$ cat src/rtl/alu_input_ctrl.sv
// Button front end and mode/operand FSM for a small ALU board: sync + debounce per button,
// press events after DEB+3 edges, FSM acts one edge later; no backpressure (free-running).
module alu_input_ctrl #(
    parameter int n   = 4,
    parameter int DEB = 4
) (
    input  logic         clk,
    input  logic         reset,
    input  logic         selector,
    input  logic         start,
    input  logic         clear,
    input  logic [n-1:0] A,
    input  logic [n-1:0] B,
    output logic [3:0]   modo,
    output logic [n-1:0] op_a,
    output logic [n-1:0] op_b,
    output logic         run,
    output logic         start_pulse
);

    localparam int CW = $clog2(DEB + 1);

    typedef enum logic {SELECT, HOLD} state_t;

    // Bit order everywhere below: [0]=selector, [1]=start, [2]=clear.
    logic [2:0]    raw;
    logic [2:0]    sync1;
    logic [2:0]    sync2;
    logic [2:0]    deb;
    logic [2:0]    deb_d;
    logic [2:0]    press;
    logic [CW-1:0] cnt [3];
    state_t        state;

    assign raw = {clear, start, selector};

    always_ff @(posedge clk or posedge reset) begin
        if (reset) begin
            sync1 <= '1;
            sync2 <= '1;
            deb   <= '1;
            deb_d <= '1;
            press <= '0;
            for (int i = 0; i < 3; i++) begin
                cnt[i] <= '0;
            end
        end else begin
            sync1 <= raw;
            sync2 <= sync1;
            deb_d <= deb;
            // Only falling (press) transitions of the debounced level produce an event.
            press <= deb_d & ~deb;
            for (int i = 0; i < 3; i++) begin
                if (sync2[i] == deb[i]) begin
                    cnt[i] <= '0;
                end else if (cnt[i] == CW'(DEB - 1)) begin
                    cnt[i] <= '0;
                    deb[i] <= ~deb[i];
                end else begin
                    cnt[i] <= cnt[i] + CW'(1);
                end
            end
        end
    end

    always_ff @(posedge clk or posedge reset) begin
        if (reset) begin
            state       <= SELECT;
            modo        <= '0;
            op_a        <= '0;
            op_b        <= '0;
            start_pulse <= 1'b0;
        end else begin
            start_pulse <= 1'b0;
            // Priority clear > selector > start; losers are dropped.
            if (press[2]) begin
                state <= SELECT;
                modo  <= '0;
                op_a  <= '0;
                op_b  <= '0;
            end else if (press[0]) begin
                state <= SELECT;
                modo  <= (modo >= 4'd9) ? 4'd0 : modo + 4'd1;
            end else if (press[1]) begin
                state       <= HOLD;
                op_a        <= A;
                op_b        <= B;
                start_pulse <= 1'b1;
            end
        end
    end

    assign run = (state == HOLD);

endmodule

$ cat config.mk
export PLATFORM = sky130hd
export DESIGN_NAME = alu_input_ctrl
export DESIGN_NICKNAME = d
export VERILOG_FILES = /design/src/rtl/alu_input_ctrl.sv
export SDC_FILE = /design/constraint.sdc
export NUM_CORES = 1
export LEC_CHECK = 0
export BUFFER_PORTS_ARGS = -buffer_cell sky130_fd_sc_hd__buf_2
export CORE_MARGIN = 5
export CORE_UTILIZATION = 39
export CTS_CLUSTER_DIAMETER = 80
export DETAILED_ROUTE_END_ITERATION = 12
export GPL_ROUTABILITY_DRIVEN = 0
export PLACE_DENSITY = 0.63
export SKIP_CTS_REPAIR_TIMING = 1
export SYNTH_ARGS = -nofsm -noshare
export SYNTH_HDL_FRONTEND = slang
export SYNTH_SLANG_ARGS = --single-unit
export TNS_END_PERCENT = 10
$ cat constraint.sdc
create_clock -name clk -period 1.5 [get_ports clk]
set_input_delay 0.225 -clock clk [delete_from_list [all_inputs] [get_ports clk]]
set_output_delay 0.225 -clock clk [all_outputs]
set_load 0.1 [all_outputs]
Word-level counts from Yosys, hierarchy flattened
Index checks and enable logic that the tools add are counted.

storage, ports and cells
  register bits = 38
  output and inout port bits = 14
  input port bits = 13

operators by class
  order comparisons = 1
  add/sub/neg operators = 4
  reductions and logical operators = 7
  eq/ne operators = 7
  bitwise logic cells = 8
  mux-type cells = 21

operators with widths
  operator             count
  $mux 4               9
  $mux 3               6
  $add 3x1->3 const B  3
  $eq 3x2->1 const B   3
  $reduce_and 2->1     4
  $mux 1               6
  $not 1->1            6
  $add 4x1->4 const B  1
  $ge 4x4->1 const B   1
  $reduce_bool 2->1    2
  $and 3x3->3          1
  $eq 1x1->1           3
  $not 3->3            1
  $reduce_bool 3->1    1
  $ne 2x1->1 const B   1

Depth between registers and ports, before layout
Gate-level depths: netlist of the first run.

  depth after elaboration = 4
  mapped depth = 5

Worst setup path before layout of the first run
OpenSTA, ideal clock, no wires.

  kind = register to register
  start point = register modo[1]
  end point = register modo[3]
  stages on the path, launching flop included = 6
  period minus slack after synthesis = 1.907 ns
  library setup time = 0.104 ns
  data arrival time = 1.804 ns
  required time = 1.396 ns
  buffers on the path = 0
  path slack = -0.407 ns
  cells stage by stage = dfrtp_1 -> inv_1 -> ha_1 -> nor2_2 -> a21oi_2 -> o41ai_2

on the way
  cells in the longest elaborated chain, start to end = 4
  elaborated cells between the ends (all ways) = 5
  those cells by class = add/sub (1); order compare (1); mux (3)

ends and longest elaborated chain
  item                                              line  RTL
  start: declaration                                14    output logic [3:0] modo,
  start signal: assignment                          83    modo <= (modo >= 4'd9) ? 4'd0 : modo + 4'd1;
  $add 4x1->4 / $ge 4x4->1 (equally long branches)  83
  $mux 4 *                                          83
  $mux 4 *                                          81    end else if (press[0]) begin
  $mux 4 *                                          76    if (press[2]) begin

Every way passes the cells marked *; elsewhere a longest branch is shown, timed or not. The select of a mux whose other input is x is not followed.
A chain may end at the register's enable or synchronous reset.

Worst setup path after layout of the first run
  start point = register modo[0]
  end point = output modo[0]

No word-level cell between the ends.

==> results of run 1 <==
kinds of logic after synthesis:
family	after synthesis	synth area share
xor gates and xnor gates	3	0.0173
muxes	3	0.0222
DFF	38	0.636
and+or+nand+nor	46	0.166
AOI/OAI and AO/OA	16	0.0758
adders and majority gates	6	0.0494
buffers and inverters	9	0.0338
cell usage in the layout (no fill, tap or decap), drive strengths merged:
| cell | instances |
|---|---|
| o41ai | 1 |
| ha | 6 |
| bufinv | 1 |
| dlygate4sd3 | 1 |
| nor3 | 4 |
| a211oi | 1 |
| buf | 30 |
| dfstp | 12 |
| nor2 | 4 |
| a21boi | 1 |
| and3 | 1 |
| nand3b | 1 |
| inv | 4 |
| dfrtp | 26 |
| xnor2 | 3 |
| nand2 | 17 |
| clkbuf | 7 |
| mux2 | 3 |
| nand2b | 3 |
| o22ai | 1 |
| nor2b | 8 |
| a21oi | 10 |
| a31oi | 1 |
| o32ai | 1 |
| nor3b | 8 |
state kept, by name (all words and copies together) (netlist names):
name         count
cnt              9
op_a             4
sync2            3
sync1            3
press            3
modo             4
deb              3
deb_d            3
op_b             4
start_pulse      1
run              1
layer usage:
metal	wire (µm)	track usage	vias up
li1	-	-	465
met1	1050	0.116	437
met2	1110	0.174	32
met3	253	0.0499	5
met4	49	0.0533	0
met5	0	0	-
metrics by stage:
stage | util | cell area [µm²] | instances
2_1_floorplan | - | 1530 | 121
3_3_place_gp | 0.460 | 1710 | 194
3_5_place_dp | 0.460 | 1710 | 194
4_1_cts | 0.492 | 1830 | 202
5_1_grt | 0.494 | 1840 | 203
6_report | 0.494 | 1840 | 203
layout make-up:
class,count,area [µm²]
Fill cell,342,1880
Sequential cell,38,973
Multi-Input combinational cell,74,502
Timing Repair Buffer,31,170
Clock buffer,7,86.3
Tap cell,48,60.1
Clock inverter,1,30.0
Inverter,4,15.0
worst max path at each step:
stage               slack, ps                   to           startpoint
global placement          240  modo[0]$_DFFE_PP0N_  modo[1]$_DFFE_PP0N_
global route               80              modo[0]  modo[0]$_DFFE_PP0N_
CTS                       120              modo[0]  modo[0]$_DFFE_PP0N_
detailed placement        180  modo[0]$_DFFE_PP0N_  modo[1]$_DFFE_PP0N_
finish                    140              modo[0]  modo[0]$_DFFE_PP0N_
floorplan                  20  modo[3]$_DFFE_PP0N_  modo[1]$_DFFE_PP0N_
==> results.toml, run 1 <==
[run_status]
outcome = "finished, final reports clean"

[floorplanning]
die-height_um = 72.4
core_area_mm2 = 0.00372
die_width_um = 72.4
initial_utilization = 0.409
floorplan.io_pins = 27
row_count = 22
die_area_mm2 = 0.00524

[worst_setup_path]
critical-path-top-delay-family = "buffers and inverters"
path_class = "reg2out"
worstPathArrival_ps = 1140
slowest_stage = "buf_2"
critical_path.reg2reg.endpoint = "modo[0]$_DFFE_PP0N_"
critical_path.endpoint_type = "output port"
worstSetupPathDepth = 1
cp_slowest_stage_delay_ps = 440
critical_path.max_fanout = 7
worstSetupStartpointType = "flip-flop"
rrSetupSlack_ps = 170
critical_path.n_buffers_inverters = 1
worst-endpoint-required_ps = 1270
crit_path_cell_trace = "buf_2"
reg2reg_from = "modo[1]$_DFFE_PP0N_"
reg2reg_depth = 5

[clocking]
max-clock-path-buffers = 2
insertion_delay_ps = 280
htree_num_levels = 2
worst_setup_hold_path_clk_slew_ps = 70
cts.sink_count = 38
clock_tree_from_tritoncts = "done"
cts_made_buffers = 5
clock_root_buffer = "clkbuf_8"

[sta]
timing.hold.ws_ps = 36.0
finalSetupViolCount = 0
clock-skew-final_ps = 7.96
finalCritPeriodShare = 0.909
hold_viol = 0
finalWorstSetupSlack_ps = 137
slew_viol_final = 0
max_freq_mhz = 734
grt_setup_unrepaired = "false"
period_needed_ps = 1360
max_slew_margin_vs_limit = 0.677
tns_ps = 0
worstMarginPinSlew_ps = 488

[hold_path]
min_delay_path_depth = 1
min_path_type = "in2reg"
min_to = "sync1[0]$_DFF_PP1_"
min-delay-start = "selector"

[yosys]
synth_top_area_cell = "dfrtp_1"
yosysSeqAreaShare = 0.636
synth.top_cells.by_area = "dfrtp_1, dfstp_2, ha_1, nand2_1, nor3b_1"
avgSynthCellArea_um2 = 12.6
synth_edf_count = 0
synth.top_cells.by_count = "dfrtp_1, nand2_1, dfstp_2"
synth-seq-cells = 38
yosys.cell_count.top_type = "dfrtp_1"
ys_warn_count = 0
synth_async_sr_flop_share = 1.00
syn-instance-count = 121
post_synthesis_cell_area_mm2 = 0.00152
postSynthNetCount = 140
synth.lib_cells_used.distinct = 27
synth_flop_cell = "dfrtp_1"
post-synth-top-area-fraction = 0.428

[global_route]
globalRouteOverflowTotal = 0
vias_in_the_first_global_route = 1033
grt_max_degree = 26
gr-usage-all-layers = 0.107
grt_first_pass_wirelength_um = 4270
number_of_antenna_violations_at_the_first_check_in_global_routing = 0

[routing]
drt-vias-per-instance = 4.63
routedWlPerCell_um = 12.1
post-route-drc-count = 0
drtAntennaViolNets = 0
first_pass_iters = 3
detail_route.iter0.violations = 16
totalWireLength_um = 2460
dr_total_vias = 939

[placed_design]
io_buffers = 26
dpl_worst_slack_ps = 184
dpl.hpwl_um = 1850

[run]
cap_violations = 0

[cells_and_area]
layout-drive-gt1-share = 0.413
n_antenna_cell = 0
flow.area_growth_from_synthesis_pct = 20.9
nets = 173
Power of run 1 is left out: the tool's default activity adds up to more than one toggle a clock period on the data nets, which glitch-free logic cannot reach.
==> run 2: changes to the inputs <==
==> constraint.sdc (replaced) <==
create_clock -name clk -period 1.5 [get_ports clk]
set_input_delay 0.075 -clock clk [delete_from_list [all_inputs] [get_ports clk]]
set_output_delay 0.075 -clock clk [all_outputs]
set_load 0.1 [all_outputs]
==> results.toml, run 2 (same netlist as run 1, synthesis figures left out) <==
[clocking]
cts.sink_count = 38
cts_made_buffers = 5
worst_setup_hold_path_clk_slew_ps = 70
htree_num_levels = 2
clock_root_buffer = "clkbuf_8"
max-clock-path-buffers = 2
clock_tree_from_tritoncts = "done"
insertion_delay_ps = 290

[hold_path]
min_path_type = "in2reg"

[floorplanning]
core_area_mm2 = 0.00372
row_count = 22
die-height_um = 72.4
floorplan.io_pins = 27
die_area_mm2 = 0.00524
die_width_um = 72.4
initial_utilization = 0.409

[run_status]
outcome = "finished, final reports clean"

[routing]
drt-vias-per-instance = 4.63
drtAntennaViolNets = 0
detail_route.iter0.violations = 18
dr_total_vias = 953
post-route-drc-count = 0
first_pass_iters = 2
totalWireLength_um = 2470
routedWlPerCell_um = 12.0

[cells_and_area]
flow.area_growth_from_synthesis_pct = 22.9
most_frequent_cells_in_the_layout = "buf_2, dfrtp_1, nand2_1"
regMostFlops = "cnt"
mostFrequentLayoutCell = "buf_2"
n_antenna_cell = 0
utilization = 0.502
fin_cells = 206
layout-drive-gt1-share = 0.405
final.fill_count = 339
nets = 176
flip_flop_count_of_the_largest_register_all_copies_and_words_added = 9

[worst_setup_path]
crit_path_cell_trace = "inv_1 > ha_1 > nor2_2 > a21oi_2 > o22ai_1"
cp_slowest_stage_delay_ps = 490
slowest_stage = "dfrtp_4"
worst-endpoint-required_ps = 1650
path_class = "reg2reg"
worstPathArrival_ps = 1480
critical_path.max_fanout = 4
critical_path.endpoint_type = "flip-flop"
worstSetupStartpointType = "flip-flop"

[sta]
timing.hold.ws_ps = 22.0
finalCritPeriodShare = 0.890
grt_setup_unrepaired = "false"
slew_viol_final = 0
hold_viol = 0
max_slew_margin_vs_limit = 0.677
finalSetupViolCount = 0
tns_ps = 0
clock-skew-final_ps = 9.82
period_needed_ps = 1330
max_freq_mhz = 749
worstMarginPinSlew_ps = 488

[global_route]
number_of_antenna_violations_at_the_first_check_in_global_routing = 0
gr-usage-all-layers = 0.107
grt_max_degree = 26
grt_first_pass_wirelength_um = 4270
vias_in_the_first_global_route = 1033
globalRouteOverflowTotal = 0

[placed_design]
dpl.hpwl_um = 1850
placed_cells = 194
io_buffers = 26

[run]
cap_violations = 0
==> run 2: changes by cell type in the layout (fill, tap and decap cells not counted), sizes merged <==
cell         delta
dlygate4sd3     +3
==> run 2: final cells by class <==
cell class,count,area (µm²),share of cell area
timing repair buffer,34,200,0.107
inverter,4,15.0,0.00804
clock inverter,1,30.0,0.0161
clock buffer,7,86.3,0.0462
tap,48,60.1,0.0322
multi-input combinational,74,502,0.269
sequential,38,973,0.521
==> run 2: per-layer routing <==
metal,vias up,wire length [µm],track usage
li1,472,-,-
met1,445,1070,0.116
met2,32,1110,0.174
met3,4,245,0.0499
met4,0,38,0.0533
met5,-,0,0
==> run 2: per-stage QoR <==
stage          area [µm²]  setup WS [ps]
2_1_floorplan        1530           20.1
6_report             1870            166
3_5_place_dp         1710            184
5_1_grt              1870            102
3_3_place_gp         1710            242
4_1_cts              1830            174
==> run 2: worst paths after layout <==
path,from,endpoint,slack [ps],cells past startpoint
max reg2reg,modo[1]$_DFFE_PP0N_,modo[0]$_DFFE_PP0N_,170,5
max,modo[1]$_DFFE_PP0N_,modo[0]$_DFFE_PP0N_,170,5
min reg2reg,sync1[1]$_DFF_PP1_,sync2[1]$_DFF_PP1_,360,0
min,A[0],op_a[0]$_DFFE_PP0P_,20,3
min in group asynchronous,reset,cnt[1]$_DFF_PP0_,340,4
max in group asynchronous,reset,deb_d[0]$_DFF_PP1_,810,4
==> run 2: worst max-delay path: cells and delay by family (launching register included) <==
kind | cells | cell delay (ps)
fa+ha+maj | 1 | 170
flops | 1 | 490
compound gates | 2 | 390
simple gates | 1 | 50
buf+inv | 1 | 100
Power of run 2 is left out for the same reason.
==> run 3: changes to the inputs <==
Settings changed: ABC_AREA set to 1.
==> results.toml, run 3 <==
[run_status]
outcome = "complete, but fails checks"
failed_checks = "negative hold slack"

[worst_setup_path]
cp_slowest_stage_delay_ps = 460
worstPathArrival_ps = 1190
critical_path.endpoint_type = "output port"
path_class = "reg2out"
reg2reg_from = "modo[1]$_DFFE_PP0N_"
worst-endpoint-required_ps = 1420
critical_path.n_buffers_inverters = 1
critical_path.max_fanout = 6
crit_path_start = "modo[2]$_DFFE_PP0N_"
crit_path_cell_trace = "buf_2"
worstSetupStartpointType = "flip-flop"
slowest_stage = "buf_2"
critical-path-top-delay-family = "buffers and inverters"

[sta]
slew_viol_final = 0
grt_setup_unrepaired = "false"
clock-skew-final_ps = 2.78
timing.hold.ws_ps = -13.5
worstMarginPinSlew_ps = 498
hold_viol = 2
period_needed_ps = 1260
max_freq_mhz = 792
max_slew_margin_vs_limit = 0.671
finalCritPeriodShare = 0.842
tns_ps = 0
finalSetupViolCount = 0

[power]
p_per_area_mw_per_mm2 = 2110
power_report.internal_total_mw = 2.09
sw_frac_of_total = 0.466
clock_power_share = 0.166
power.switching_mw = 1.82
p_total_mw = 3.90
max-vdd-ir-drop_uv = 962
combPwrFrac = 0.430
static-leakage-power_nw = 0.942
share_seq_of_total_power = 0.404

[cells_and_area]
regMostFlops = "cnt"
layout-drive-gt1-share = 0.289
post-route-cell-area_mm2 = 0.00185
nets = 198
mostFrequentLayoutCell = "nand2_1"
sequential_cell_area_um2 = 968
final.fill_count = 329
multi_input_area_um2 = 442
n_antenna_cell = 0
most_frequent_cells_in_the_layout = "nand2_1, buf_2, dfrtp_1"
flip_flop_count_of_the_largest_register_all_copies_and_words_added = 9
flow.area_growth_from_synthesis_pct = 26.2

[yosys]
synth-seq-cells = 38
synth_top_area_cell = "dfrtp_1"
synth.top_cells.by_count = "nand2_1, dfrtp_1, nand3_1"
synth_async_sr_flop_share = 1.00
yosysSeqAreaShare = 0.660
post-synth-top-area-fraction = 0.445
synth_flop_cell = "dfrtp_1"
synth_edf_count = 0
postSynthNetCount = 155
avgSynthCellArea_um2 = 10.8
yosys.cell_count.top_type = "nand2_1"
syn-instance-count = 136
synth.lib_cells_used.distinct = 18
post_synthesis_cell_area_mm2 = 0.00146
synth.top_cells.by_area = "dfrtp_1, dfstp_2, nand2_1, ha_1, nand3_1"
ys_warn_count = 0

[global_route]
grt_first_pass_wirelength_um = 4150
globalRouteOverflowTotal = 0
gr-usage-all-layers = 0.105
number_of_antenna_violations_at_the_first_check_in_global_routing = 0
vias_in_the_first_global_route = 989
grt_max_degree = 28

[routing]
first_pass_iters = 4
totalWireLength_um = 2390
drt-vias-per-instance = 4.52
detail_route.iter0.violations = 42
dr_total_vias = 1031
routedWlPerCell_um = 10.5
drtAntennaViolNets = 0
post-route-drc-count = 0

[floorplanning]
floorplan.io_pins = 27
row_count = 22
die_width_um = 71.2
die_area_mm2 = 0.00508
die-height_um = 71.2
core_area_mm2 = 0.00366
initial_utilization = 0.400

[hold_path]
min_path_type = "in2reg"
min-delay-start = "A[0]"

[clocking]
cts.sink_count = 38
max-clock-path-buffers = 2
worst_setup_hold_path_clk_slew_ps = 70
htree_num_levels = 2
clock_root_buffer = "clkbuf_8"
insertion_delay_ps = 280
cts_made_buffers = 5
clock_tree_from_tritoncts = "done"

[placed_design]
io_buffers = 26
dpl.hpwl_um = 1720
placed_cell_area_mm2 = 0.00168

[run]
cap_violations = 0
==> run 3: cell count changes after synthesis, sizes merged, moves of 2 or more <==
cell    before  now
a21oi       10    3
buf          5    0
inv          4   14
mux2         3    0
nand2       17   37
nand2b       3    0
nand3        0   15
nor2         4   11
nor2b        8    0
nor3b        8    3
o21ai        0    2
==> run 3: metrics by stage <==
step	utilization	setup WS, ps	hold slack (ps)	instances
CTS	0.479	223	-211	219
detailed placement	0.458	371	102	211
finish	0.504	237	-13.5	228
global route	0.504	181	16.8	228
global placement	0.458	422	87.9	211
floorplan	-	-15.6	79.5	136
==> run 3: power groups by stage <==
stage	clock network, mW	registers, mW	logic, mW
after detailed placement	0	1.59	1.67
after CTS	0.678	1.58	1.68
final	0.649	1.58	1.68
after floorplan	0	2.36	0.584
after global placement	0	1.58	1.63
after global routing	0.724	1.62	1.83
==> run 3: area by class of cell <==
| type | count | share of cell area |
|---|---|---|
| multi-input cells | 84 | 0.239 |
| flip-flops and latches | 38 | 0.525 |
| clock buffers | 8 | 0.0434 |
| well taps | 48 | 0.0325 |
| inverters | 14 | 0.0298 |
| repair buffers | 36 | 0.130 |
==> run 3: path summary, 6_finish.rpt <==
check / end / slack, ps / depth (start not counted)
worst min-delay path: op_a[0]$_DFFE_PP0P_ / -10 / 3
worst min register to register: sync2[0]$_DFF_PP1_ / 360 / 0
max in group asynchronous: sync2[0]$_DFF_PP1_ / 600 / 4
worst max register to register: modo[2]$_DFFE_PP0N_ / 360 / 7
worst max-delay path: modo[2] / 240 / 1
min in group asynchronous: cnt[3]$_DFF_PP0_ / 330 / 3
==> run 3: layer usage <==
| metal | vias up | track usage | routed length [µm] |
|---|---|---|---|
| met4 | 0 | 0.0564 | 59 |
| li1 | 520 | - | - |
| met3 | 8 | 0.0519 | 160 |
| met1 | 484 | 0.116 | 1030 |
| met2 | 19 | 0.167 | 1140 |
| met5 | - | 0 | 0 |
==> run 3: cell families (layout without fill, tap and decap cells) <==
family,after synthesis,in the layout,synth area share
simple gates,70,70,0.213
flops,38,38,0.660
buf+inv,14,58,0.0376
fa+ha+maj,6,6,0.0513
compound gates,5,5,0.0197
xor+xnor,3,3,0.0180
(Power assumes the default switching activity.)
